===== src/rtl/logic_unit_arbiter.sv =====
// Round-robin arbiter sharing one registered bitwise logic unit (AND/OR/XOR/NAND)
// among NUM_REQ valid/ready requesters, with a single held response channel.
module logic_unit_arbiter #(
  parameter int unsigned NUM_REQ = 4,
  parameter int unsigned WIDTH   = 8,
  parameter int unsigned ID_W    = $clog2(NUM_REQ)
) (
  input  logic                     clk,
  input  logic                     rst,
  input  logic [NUM_REQ-1:0]       req_valid,
  output logic [NUM_REQ-1:0]       req_ready,
  input  logic [NUM_REQ*WIDTH-1:0] req_a,
  input  logic [NUM_REQ*WIDTH-1:0] req_b,
  input  logic [NUM_REQ*2-1:0]     req_op,
  output logic                     rsp_valid,
  input  logic                     rsp_ready,
  output logic [WIDTH-1:0]         rsp_y,
  output logic [ID_W-1:0]          rsp_id
);

  typedef enum logic {
    IDLE = 1'b0,
    RESP = 1'b1
  } state_t;

  state_t            state, state_d;
  logic [ID_W-1:0]   last_grant;
  logic [ID_W-1:0]   winner;
  logic [ID_W-1:0]   cand;
  logic              found;
  logic              do_grant;
  logic              do_ack;
  logic [WIDTH-1:0]  op_a, op_b, op_y;
  logic [1:0]        op_sel;

  // Scan starting just after the last winner so each requester waits at most one round.
  always_comb begin
    found  = 1'b0;
    winner = '0;
    cand   = '0;
    for (int k = 1; k <= int'(NUM_REQ); k++) begin
      cand = ID_W'((int'(last_grant) + k) % int'(NUM_REQ));
      if (!found && req_valid[cand]) begin
        found  = 1'b1;
        winner = cand;
      end
    end
  end

  always_comb begin
    op_a   = req_a[int'(winner)*int'(WIDTH) +: WIDTH];
    op_b   = req_b[int'(winner)*int'(WIDTH) +: WIDTH];
    op_sel = req_op[int'(winner)*2 +: 2];
    case (op_sel)
      2'b00:   op_y = op_a & op_b;
      2'b01:   op_y = op_a | op_b;
      2'b10:   op_y = op_a ^ op_b;
      default: op_y = ~(op_a & op_b);
    endcase
  end

  // Next-state and handshake decode; reset suppresses any grant in the same cycle.
  always_comb begin
    state_d   = state;
    req_ready = '0;
    do_grant  = 1'b0;
    do_ack    = 1'b0;
    case (state)
      IDLE: begin
        if (!rst && found) begin
          req_ready[winner] = 1'b1;
          do_grant          = 1'b1;
          state_d           = RESP;
        end
      end
      RESP: begin
        if (rsp_ready) begin
          do_ack  = 1'b1;
          state_d = IDLE;
        end
      end
      default: state_d = IDLE;
    endcase
  end

  always_ff @(posedge clk) begin
    if (rst) begin
      state      <= IDLE;
      last_grant <= ID_W'(NUM_REQ - 1);
      rsp_valid  <= 1'b0;
      rsp_y      <= '0;
      rsp_id     <= '0;
    end else begin
      state <= state_d;
      if (do_grant) begin
        rsp_y      <= op_y;
        rsp_id     <= winner;
        last_grant <= winner;
        rsp_valid  <= 1'b1;
      end else if (do_ack) begin
        rsp_valid <= 1'b0;
      end
    end
  end

endmodule


===== config.mk =====
export PLATFORM = sky130hd
export DESIGN_NAME = logic_unit_arbiter
export DESIGN_NICKNAME = d
export VERILOG_FILES = /design/src/rtl/logic_unit_arbiter.sv
export SDC_FILE = /design/constraint.sdc
export NUM_CORES = 1
export LEC_CHECK = 0
export BUFFER_PORTS_ARGS = -buffer_cell sky130_fd_sc_hd__buf_2
export CAP_MARGIN = 10
export CORE_MARGIN = 2
export CORE_UTILIZATION = 48
export DETAILED_ROUTE_END_ITERATION = 16
export PLACE_DENSITY = 0.78
export RECOVER_POWER = 50
export SETUP_SLACK_MARGIN = 0.3
export SYNTH_ARGS = -nofsm -noshare
export SYNTH_HDL_FRONTEND = slang
export SYNTH_SLANG_ARGS = --single-unit
export TNS_END_PERCENT = 100

===== constraint.sdc =====
create_clock -name clk -period 3.7 [get_ports clk]
set_input_delay 0.185 -clock clk [delete_from_list [all_inputs] [get_ports clk]]
set_output_delay 0.185 -clock clk [all_outputs]
set_load 0.05 [all_outputs]

After elaboration in Yosys (flattened, before gate mapping) --
Index checks and enable logic that the tools add are counted.
Word-level totals: bits in registers 14, bits of input ports 79, output and inout port bits 15
Cells by class: $add $sub $neg 4, $lt $le $gt $ge 6, equal/unequal tests 2, shift-type cells 3, muxes and demuxes 29, bitwise logic cells 5, reductions and logical operators 11
Operators with widths (number):
- $shiftx A32 B6 Y8 | 2
- $pmux W8 S3 | 1
- $mux W1 | 16
- $lt A2 B3 Y1 const B | 5
- $and A8 B8 Y8 | 1
- $bmux W1 S2 | 4
- $mux W2 | 4
- $mux W4 | 2
- $not A8 Y8 | 1
- $or A8 B8 Y8 | 1
- $shiftx A8 B4 Y2 | 1
- $xor A8 B8 Y8 | 1
- $logic_and A1 B1 Y1 | 5
- $add A2 B1 Y2 const B | 2
- $add A2 B2 Y2 const B | 2
- $logic_not A1 Y1 | 4
- $demux W1 S2 | 1
- $eq A2 B1 Y1 const B | 1
- $eq A2 B2 Y1 const B | 1
- $ge A2 B1 Y1 const B | 1
- $logic_not A2 Y1 | 1
- $pmux W1 S2 | 1
- $reduce_bool A2 Y1 | 1
- $not A1 Y1 | 1

Logic depth before layout (Yosys ltp) --
Gate-level depths: netlist of run 1.
depth in word-level cells 19, mapped depth 13, mapped depth without buffers 10

Least setup slack after synthesis of run 1 --
OpenSTA, ideal clock, no wires.
path kind reg-to-output, start point register last_grant[0], end point output req_ready[1], data arrival time 2.948 ns, data required time 3.515 ns, setup slack 0.567 ns, cell stages (with the launch flop) 7, path through dfxtp_1 -> and3b_4 -> o31a_1 -> buf_6 -> buf_6 -> buf_2 -> nor4_1
On the way: longest elaborated chain between the ends 19, elaborated cells on any way between the ends 34, classes of those cells 4 x add/sub; 2 x order compare; 20 x mux; 8 x reduce/logical
Ends and longest elaborated chain:
- start, declared | RTL line 27 | logic [ID_W-1:0] last_grant;
- start signal, assigned | RTL line 89 | last_grant <= ID_W'(NUM_REQ - 1);
- start signal, assigned | RTL line 98 | last_grant <= winner;
- $add A2 B1 Y2 | RTL line 42 | cand = ID_W'((int'(last_grant) + k) % int'(NUM_REQ));
- $bmux W1 S2 | RTL line 43 | if (!found && req_valid[cand]) begin
- $mux W1 (implied by the code) | RTL line 43
- $mux W1 | RTL line 43
- $logic_not A1 Y1 | RTL line 43
- $logic_and A1 B1 Y1 | RTL line 43
- $mux W1 | RTL line 43
- $logic_not A1 Y1 | RTL line 43
- [3 not listed]
- $logic_and A1 B1 Y1 | RTL line 43
- $mux W2 | RTL line 43
- $lt A2 B3 Y1 (implied by the code) or $ge A2 B1 Y1 (tied branches) | RTL line 71 | req_ready[winner] = 1'b1;
- $logic_and A1 B1 Y1 (implied by the code) | RTL line 71
- $mux W1 (implied by the code) | RTL line 71
- $demux W1 S2 | RTL line 71
- $mux W4 * | RTL line 70 | if (!rst && found) begin
- $mux W4 * | RTL line 68 | case (state)
- end, declared | RTL line 11 | output logic [NUM_REQ-1:0] req_ready,
Every way passes the cells marked *; elsewhere a longest branch is shown, timed or not. The select of a mux whose other input is x is not followed.

Worst setup path after layout of run 1 --
start point register last_grant[1], end point register rsp_y[2]
On the way: longest elaborated chain between the ends 17, elaborated cells on any way between the ends 40, classes of those cells 4 x add/sub; 2 x eq/ne; 3 x shift; 19 x mux; 4 x bitwise; 8 x reduce/logical
Ends and longest elaborated chain:
- $add A2 B1 Y2 | RTL line 42
- $bmux W1 S2 | RTL line 43
- $mux W1 (implied by the code) | RTL line 43
- $mux W1 | RTL line 43
- $logic_not A1 Y1 | RTL line 43
- $logic_and A1 B1 Y1 | RTL line 43
- $mux W1 | RTL line 43
- $logic_not A1 Y1 | RTL line 43
- $logic_and A1 B1 Y1 | RTL line 43
- $mux W1 | RTL line 43
- $logic_not A1 Y1 | RTL line 43
- $logic_and A1 B1 Y1 | RTL line 43
- $mux W2 | RTL line 43
- $shiftx A32 B6 Y8 (on tied branches) | RTL line 51, 52
- $and A8 B8 Y8 | RTL line 55, 58
- $not A8 Y8 | RTL line 58 | default: op_y = ~(op_a & op_b);
- $pmux W8 S3 | RTL line 54 | case (op_sel)
- end signal, assigned | RTL line 96 | rsp_y <= op_y;
- end, declared | RTL line 17 | output logic [WIDTH-1:0] rsp_y,
Parallel ways exist; a longest one is shown, timed or not. The select of a mux whose other input is x is not followed. A chain may end at the register's enable or synchronous reset.

==> flow_metrics.py, run 1 <==
metrics = {
    "outcome": {
        "status": "completed",
    },
    "clock_network": {
        "post_cts_resized": 0,
        "clock_latency_ps": 250,
        "cts_tree": "done",
        "ctsHoldBuffers": 0,
        "clock-sinks": 14,
        "numCtsBuffers": 3,
        "cts_max_path_buffers": 2,
        "cts_root_buffer": "clkbuf_8",
        "clk_pin_slew_ps": 60,
        "postCtsSetupBuffers": 0,
        "cts.htree.levels": 1,
    },
    "pwr": {
        "p_sw_mw": 0.455,
        "p_int_mw": 0.528,
        "seqPwrFrac_pct": 20.3,
        "combPwrFrac_pct": 64.3,
        "pwr-share-clk_pct": 15.4,
        "peakVddDrop_v": 0.000341,
        "powerDensity_mw_per_mm2": 388,
        "p_leak_nw": 1.27,
        "netSwitchingFraction_pct": 46.3,
    },
    "floorplan": {
        "fp.dieW_microns": 68.9,
        "core_sq_mm": 0.00403,
        "die_h_microns": 68.9,
        "rows": 23,
        "ioPinCount": 94,
        "die_area_sq_mm": 0.00475,
        "start_util_pct": 50.2,
    },
    "synth": {
        "synth_seq_area_share_pct": 13.9,
        "async_reset_ff_share_pct": 0,
        "synth-edff-count": 0,
        "synth_flop_cell": "dfxtp_1",
        "syn_nets": 326,
        "synth_area_sq_mm": 0.00202,
        "syn_avg_cell_area_sq_um": 8.76,
        "postSynthCellCount": 231,
        "synth_warnings": 0,
        "synth_seq_cells": 14,
        "ys_types": 53,
    },
    "global_route": {
        "grt_use_total_pct": 20.6,
        "grt-busiest-layer": "met2",
        "use_met3_pct": 3.90,
        "grt-ovfl-total": 0,
        "grt_max_degree": 25,
        "antenna_found_initial": 0,
        "grt_pass1_wl_microns": 7530,
        "met2_usage_pct": 36.2,
        "grtUsageMet1_pct": 26.0,
        "grt_pass1_vias": 1724,
    },
    "placement": {
        "dp_hpwl_microns": 3950,
        "placement.io_buffers": 93,
        "finalWeightedCongestion": 0.831,
    },
    "worst_setup_path": {
        "cpMaxStageDelayCell": "dfxtp_1",
        "cp_num_cells": 9,
        "path_class": "flop to flop",
        "cp.arrival_ps": 3160,
        "cp_num_buf_inv": 1,
        "critPathRequiredTime_ps": 3840,
        "max_stage_delay_ps": 500,
        "worst-r2r-cell-count": 9,
        "end_kind": "flop",
        "start_kind": "flop",
        "cp_max_fo": 20,
        "crit_chain": "mux2i_1 > o21ai_2 > nor2_4 > buf_12 > mux2i_1 > mux2i_1 > ha_1 > o32a_1 > a32o_1",
        "crit_family": "compound AO/OA/AOI/OAI gates",
        "critPathMostFrequentCell": "mux2i_1",
    },
    "drt": {
        "via_per_inst": 5.66,
        "routed_wirelength_microns": 5130,
        "dr.pass1.iters": 4,
        "vias": 2079,
        "first_iter_violations": 82,
        "ant_nets": 0,
        "wl_per_cell_microns": 14.0,
        "drc": 0,
    },
    "final_layout": {
        "diodes": 0,
        "nNetsFinal": 413,
        "final_cell_mix": "81 x buf_2, 49 x mux2i_1, 21 x inv_1",
        "drive_above_1_share_pct": 32.5,
        "area_delta_synth_final_pct": 25.4,
        "layout_commonest_cell": "buf_2",
    },
    "timing": {
        "finalClockSkew_ps": 5.38,
        "tns_ps": 0,
        "rsz0062_at_grt": "no",
        "drv_slew": 0,
        "fmax_ghz": 0.331,
        "period_needed_ps": 3020,
        "relSlewSlack_pct": 49.5,
        "setup_viol": 0,
        "tightest_slew_ps": 755,
        "finalHoldViolCount": 0,
        "whs_ps": 231,
        "final.period_utilization_pct": 81.6,
    },
    "min_path": {
        "whs_path_depth": 2,
        "min_path_type": "input pin to flop",
    },
    "job": {
        "cap_violations": 0,
    },
}
-- path summary, 6_finish.rpt --
| check | endpoint | slack [ps] | start |
|---|---|---|---|
| setup / recovery | rsp_y[2]$_SDFFE_PP0P_ | 680 | last_grant[1]$_SDFFE_PP1P_ |
| setup reg to reg | rsp_y[2]$_SDFFE_PP0P_ | 680 | last_grant[1]$_SDFFE_PP1P_ |
| hold / removal | rsp_id[1]$_SDFFE_PP0P_ | 230 | rst |
| hold reg to reg | rsp_valid$_SDFFE_PP0P_ | 470 | rsp_valid$_SDFFE_PP0P_ |
-- metrics by stage --
step	power, mW	utilization [%]	worst slack, ps	instances	area [sq um]
finish	0.983	63.0	683	367	2540
detailed placement	0.840	62.0	695	363	2500
floorplan	0.705	-	567	231	2020
CTS	0.994	63.4	684	367	2550
global placement	0.829	62.0	813	363	2500
global route	1.06	63.0	393	367	2540
-- sequential cells by signal, summed over array words and instances (netlist names) --
name and count:
rsp_valid 1, state 1, rsp_y 8, rsp_id 2, last_grant 2
-- layout make-up --
class,instances,area [sq um]
Clock buffer,4,55.1
Fill cell,380,1490
Inverter,21,78.8
Multi-Input combinational cell,183,1580
Sequential cell,14,280
Tap cell,50,62.6
Timing Repair Buffer,95,478
-- power groups by stage --
stage          Sequential (mW)  Combinational (mW)  Clock (mW)
2_1_floorplan            0.281               0.424           0
3_3_place_gp             0.200               0.630           0
3_5_place_dp             0.200               0.640           0
4_1_cts                  0.198               0.642       0.154
5_1_grt                  0.202               0.697       0.162
6_report                 0.199               0.633       0.151
-- cells in the mapped netlist, types with 2 or more instances --
library cell	n	area (sq um)
a21oi_1	10	50.1
a22oi_1	6	45.0
a32o_1	7	70.1
and3_1	2	12.5
buf_2	6	30.0
buf_6	4	45.0
clkbuf_1	3	11.3
dfxtp_1	14	280
ha_1	16	200
inv_1	21	78.8
mux2i_1	49	490
nand2_1	4	15.0
nand3_1	8	40.0
nor2_1	15	56.3
nor2b_1	7	43.8
nor3_1	9	45.0
nor3b_1	2	15.0
nor4_1	3	18.8
o211ai_1	3	22.5
o21bai_1	2	15.0
o221ai_4	2	52.6
o311ai_2	2	32.5
o32a_1	6	60.1
-- logic make-up (layout without fill, tap and decap cells) --
group / after synthesis / after routing / share of synthesized area (%)
AO/OA/AOI/OAI: 56 / 56 / 27.1
adder cells (fa/ha/maj): 16 / 16 / 9.89
buffers and inverters: 34 / 120 / 8.16
flip-flops: 14 / 14 / 13.9
multiplexers: 49 / 49 / 24.2
AND/OR/NAND/NOR: 62 / 62 / 16.8
-- layer usage --
| layer | share of wire (%) | vias up |
|---|---|---|
| met5 | 0 | - |
| met4 | 0.97 | 0 |
| met3 | 7.6 | 8 |
| met2 | 47 | 89 |
| met1 | 44 | 933 |
| li1 | - | 1049 |
(Power assumes the default switching activity.)
==> run 2: changes to the inputs <==
CORE_UTILIZATION = 43   (was 48)
PLACE_DENSITY = 0.74   (was 0.78)
clock period = 2.6 ns   (was 3.7 ns; I/O delays follow)
==> run 2 against run 1 <==
Compared with the run above:
- clock skew decreased by 1.7 ps
- non-clock buffer count grew 20
- critical path depth is 4 higher
- count of clock-buffer cells in the layout unchanged
- final cell count is 6.0% higher
- largest cell class unchanged
- largest power group unchanged
==> flow_metrics.py, run 2 (synthesis gave the netlist of run 1 again) <==
metrics = {
    "outcome": {
        "status": "completed",
    },
    "floorplan": {
        "start_util_pct": 45.5,
        "fp.dieW_microns": 72.6,
        "ioPinCount": 94,
        "die_h_microns": 72.6,
        "core_sq_mm": 0.00444,
        "die_area_sq_mm": 0.00527,
        "rows": 24,
    },
    "clock_network": {
        "cts_tree": "done",
        "clock_latency_ps": 250,
        "cts_root_buffer": "clkbuf_8",
        "cts.htree.levels": 1,
        "numCtsBuffers": 3,
        "clk_pin_slew_ps": 70,
        "ctsHoldBuffers": 0,
        "clock-sinks": 14,
        "cts_max_path_buffers": 2,
    },
    "min_path": {
        "whs_path_depth": 4,
        "hold_start": "rsp_ready",
        "min_path_type": "input pin to flop",
    },
    "drt": {
        "wl_per_cell_microns": 15.0,
        "ant_nets": 0,
        "vias": 2155,
        "drc": 0,
        "routed_wirelength_microns": 5840,
        "first_iter_violations": 118,
        "via_per_inst": 5.54,
        "dr.pass1.iters": 4,
    },
    "timing": {
        "fmax_ghz": 0.405,
        "tightest_slew_ps": 627,
        "whs_ps": 170,
        "rsz0062_at_grt": "yes",
        "drv_slew": 0,
        "setup_viol": 0,
        "final.period_utilization_pct": 95.0,
        "finalHoldViolCount": 0,
        "period_needed_ps": 2470,
        "relSlewSlack_pct": 58.0,
        "tns_ps": 0,
        "finalClockSkew_ps": 3.73,
    },
    "final_layout": {
        "top_register": "rsp_y",
        "stdcell_count": 389,
        "fill_cells": 379,
        "final_area_sq_mm": 0.00286,
        "finish.utilization_pct": 64.4,
        "area_delta_synth_final_pct": 41.6,
        "largestRegisters": "rsp_y x8, last_grant x2, rsp_id x2",
        "largest_reg_flops": 8,
        "final_cell_mix": "82 x buf_2, 45 x mux2i_1, 21 x inv_1",
        "layout_commonest_cell": "buf_2",
        "nNetsFinal": 433,
        "drive_above_1_share_pct": 43.3,
        "diodes": 0,
    },
    "pwr": {
        "p_leak_nw": 1.38,
        "peakVddDrop_v": 0.000576,
        "powerDensity_mw_per_mm2": 545,
    },
    "placement": {
        "placement.io_buffers": 93,
        "dp_hpwl_microns": 4380,
        "placed_area_sq_mm": 0.00265,
        "finalWeightedCongestion": 0.850,
        "dp.cells": 376,
    },
    "worst_setup_path": {
        "cp.arrival_ps": 2620,
        "path_class": "flop to flop",
        "worst-r2r-cell-count": 13,
        "end_kind": "flop",
        "r2r_start": "last_grant[1]$_SDFFE_PP1P_",
        "r2r_setup_slack_ps": 130,
        "critPathRequiredTime_ps": 2750,
        "crit_start": "last_grant[1]$_SDFFE_PP1P_",
        "start_kind": "flop",
        "cp_max_fo": 5,
    },
    "global_route": {
        "antenna_found_initial": 0,
        "grt_max_degree": 21,
        "grt_use_total_pct": 21.3,
        "grt-ovfl-total": 0,
        "grt_pass1_wl_microns": 9290,
        "grt_pass1_vias": 2114,
    },
    "job": {
        "cap_violations": 0,
    },
}
[run 2: cell count changes in the layout (fill, tap and decap cells not counted), sizes merged]
cell,change
buf,+18
clkbuf,+2
[run 2: metal layers]
layer | share of wire, % | global-route usage [%]
met1 | 43 | 26.3
met4 | 0.55 | 4.53
met2 | 51 | 38.8
met5 | 0 | 0
met3 | 5.4 | 3.59
[run 2: area by class of cell]
| class | instances | area (sq um) | share of cell area (%) |
|---|---|---|---|
| clock buffer | 4 | 55.1 | 1.92 |
| inverter | 21 | 78.8 | 2.75 |
| multi-input combinational | 183 | 1680 | 58.8 |
| sequential | 14 | 285 | 9.96 |
| tap | 52 | 65.1 | 2.27 |
| timing repair buffer | 115 | 697 | 24.3 |
[run 2: path summary, 6_finish.rpt]
path / endpoint
setup / recovery: rsp_y[1]$_SDFFE_PP0P_
hold / removal: rsp_valid$_SDFFE_PP0P_
setup reg to reg: rsp_y[1]$_SDFFE_PP0P_
hold reg to reg: rsp_y[3]$_SDFFE_PP0P_
[run 2: worst max-delay path, stage by stage, from the launching register on]
cell and delay, ps:
dfxtp_4 370, buf_4 150, nand3b_1 150, o21ai_4 90, nor2_4 130, buf_12 140, clkbuf_16 140, mux2i_1 180
mux2i_1 130, inv_1 100, ha_2 190, nor3_1 60, o32a_1 290, a32o_1 240
[run 2: power breakdown]
| group | switching [mW] | internal [mW] | leakage, nW | total (mW) |
|---|---|---|---|---|
| Clock | 0.0870 | 0.134 | 0.0288 | 0.221 |
| Sequential | 0.0276 | 0.255 | 0.116 | 0.283 |
| Combinational | 0.590 | 0.466 | 1.23 | 1.06 |
| Total | 0.705 | 0.855 | 1.38 | 1.56 |
[run 2: per-stage QoR]
| step | total power [mW] | setup slack, ps |
|---|---|---|
| detailed placement | 1.26 | 38.9 |
| global placement | 1.24 | 97.9 |
| global route | 1.66 | 31.3 |
| finish | 1.56 | 131 |
| CTS | 1.50 | 198 |
| floorplan | 1.04 | 179 |
[run 2: timing repair]
item / in CTS / in global routing
pin swaps: 1 / 1
endpoints found under the setup margin: 8 / 9
setup buffers: 2 / 5
gates cloned: 0 / 2
endpoints found under the hold margin: 0 / 0
resized for setup: 5 / 11
==> run 3: changes to the inputs <==
RECOVER_POWER = unset   (was 50)
==> run 3 against run 2 <==
Compared with the run above:
- global-route usage unchanged
- core utilization up 0.39 points
- largest cell class unchanged
- total power up 0.62%
- largest power group unchanged
- die area unchanged
- design area up 0.61%
- hold slack better by 1.6 ps
- highest routed layer unchanged
==> flow_metrics.py, run 3 (synthesis gave the netlist of run 1 again) <==
metrics = {
    "global_route": {
        "grt_pass1_wl_microns": 9290,
        "antenna_found_initial": 0,
        "grt_max_degree": 21,
        "grt_pass1_vias": 2114,
        "grt-ovfl-total": 0,
        "grt_use_total_pct": 21.3,
    },
    "final_layout": {
        "top_register": "rsp_y",
        "final_cell_mix": "93 x buf_2, 45 x mux2i_1, 21 x inv_1",
        "seqCellArea_sq_um": 285,
        "multi_input_comb_area_sq_mm": 0.00168,
        "nNetsFinal": 433,
        "area_delta_synth_final_pct": 42.4,
        "largestRegisters": "rsp_y x8, last_grant x2, rsp_id x2",
        "layout_commonest_cell": "buf_2",
        "final_area_sq_mm": 0.00288,
        "fill_cells": 372,
        "diodes": 0,
        "largest_reg_flops": 8,
        "drive_above_1_share_pct": 47.2,
    },
    "floorplan": {
        "start_util_pct": 45.5,
        "ioPinCount": 94,
        "fp.dieW_microns": 72.6,
        "core_sq_mm": 0.00444,
        "rows": 24,
        "die_h_microns": 72.6,
        "die_area_sq_mm": 0.00527,
    },
    "timing": {
        "period_needed_ps": 2470,
        "tns_ps": 0,
        "fmax_ghz": 0.405,
        "final.period_utilization_pct": 94.9,
        "drv_slew": 0,
        "tightest_slew_ps": 626,
        "finalClockSkew_ps": 4.48,
        "rsz0062_at_grt": "yes",
        "relSlewSlack_pct": 58.1,
        "setup_viol": 0,
        "finalHoldViolCount": 0,
        "whs_ps": 171,
    },
    "min_path": {
        "min_path_type": "input pin to flop",
    },
    "worst_setup_path": {
        "max_stage_delay_ps": 370,
        "cpMaxStageDelayCell": "dfxtp_4",
        "critPathRequiredTime_ps": 2750,
        "r2r-end": "rsp_y[1]$_SDFFE_PP0P_",
        "start_kind": "flop",
        "cp.arrival_ps": 2610,
        "end_kind": "flop",
        "cp_max_fo": 5,
        "worst-r2r-cell-count": 13,
        "setup.worst_path.end": "rsp_y[1]$_SDFFE_PP0P_",
        "r2r_setup_slack_ps": 130,
        "crit_chain": "buf_4 > nand3b_1 > o21ai_4 > nor2_4 > buf_12 > clkbuf_16 > mux2i_1 > mux2i_1 > inv_1 > ha_2 > nor3_1 > o32a_1 > a32o_1",
        "critPathMostFrequentCell": "mux2i_1",
        "crit_start": "last_grant[1]$_SDFFE_PP1P_",
        "path_class": "flop to flop",
        "r2r_start": "last_grant[1]$_SDFFE_PP1P_",
    },
    "clock_network": {
        "cts.htree.levels": 1,
        "clk_pin_slew_ps": 70,
        "cts_max_path_buffers": 2,
        "clock_latency_ps": 250,
        "cts_tree": "done",
        "numCtsBuffers": 3,
        "clock-sinks": 14,
        "cts_root_buffer": "clkbuf_8",
    },
    "drt": {
        "dr.pass1.iters": 4,
        "vias": 2155,
        "ant_nets": 0,
        "drc": 0,
        "wl_per_cell_microns": 15.1,
        "routed_wirelength_microns": 5860,
        "first_iter_violations": 115,
        "via_per_inst": 5.54,
    },
    "placement": {
        "placement.io_buffers": 93,
        "finalWeightedCongestion": 0.850,
        "placed_area_sq_mm": 0.00265,
        "dp_hpwl_microns": 4380,
    },
    "job": {
        "cap_violations": 0,
    },
    "pwr": {
        "powerDensity_mw_per_mm2": 545,
        "peakVddDrop_v": 0.000581,
        "p_leak_nw": 1.42,
    },
    "outcome": {
        "status": "completed",
    },
}
[run 3: changes by cell type in the layout (fill, tap and decap cells not counted), sizes merged]
cell    delta
buf       +12
clkbuf    -12
[run 3: per-stage QoR]
stage | setup slack [ps] | utilization, % | total power [mW] | instances
final | 132 | 64.8 | 1.57 | 389
after global routing | 31.3 | 64.8 | 1.68 | 389
after CTS | 198 | 61.5 | 1.50 | 382
after detailed placement | 38.9 | 59.7 | 1.26 | 376
after global placement | 97.9 | 59.7 | 1.24 | 376
after floorplan | 179 | - | 1.04 | 231
[run 3: how the worst min path moves through the flow]
stage | start | endpoint | cells past startpoint
3_5_place_dp | rsp_ready | rsp_valid$_SDFFE_PP0P_ | 4
4_1_cts | rsp_ready | rsp_valid$_SDFFE_PP0P_ | 4
6_report | rsp_ready | rsp_valid$_SDFFE_PP0P_ | 4
5_1_grt | rsp_ready | state$_SDFF_PP0_ | 3
3_3_place_gp | rsp_ready | rsp_valid$_SDFFE_PP0P_ | 4
2_1_floorplan | rsp_ready | rsp_valid$_SDFFE_PP0P_ | 3
[run 3: power breakdown]
part / switching (mW) / total (mW) / internal (mW) / leakage (nW)
Clock: 0.0864 / 0.221 / 0.134 / 0.0288
Combinational: 0.590 / 1.07 / 0.477 / 1.28
Sequential: 0.0268 / 0.282 / 0.255 / 0.116
Total: 0.704 / 1.57 / 0.866 / 1.42
[run 3: timing repair]
action                                 4_1_cts  5_1_grt
pin swaps                                    1        1
setup buffers                                2        5
setup endpoints to repair                    8        9
gates cloned                                 0        2
endpoints found under the hold margin        0        0
resized for setup                            5       11
hold buffers                                 0        0
[run 3: critical path, delay by kind of cell, from the launching register on]
family                   cells  cell delay [ps]
AND/OR/NAND/NOR              3              340
flip-flops                   1              370
buffers and inverters        4              530
adder cells (fa/ha/maj)      1              190
AO/OA/AOI/OAI                3              620
multiplexers                 2              310
[run 3: cell type report]
class / count / area share, %
sequential: 14 / 9.90
inverter: 21 / 2.74
multi-input combinational: 183 / 58.4
timing repair buffer: 115 / 24.8
tap: 52 / 2.26
clock buffer: 4 / 1.91
[run 3: metal layers]
metal | track usage, % | up-vias | part of all wire, %
met3 | 3.59 | 4 | 5.8
met5 | 0 | - | 0
met4 | 4.53 | 0 | 0.55
met1 | 26.3 | 988 | 43
met2 | 38.8 | 75 | 51
li1 | - | 1088 | -
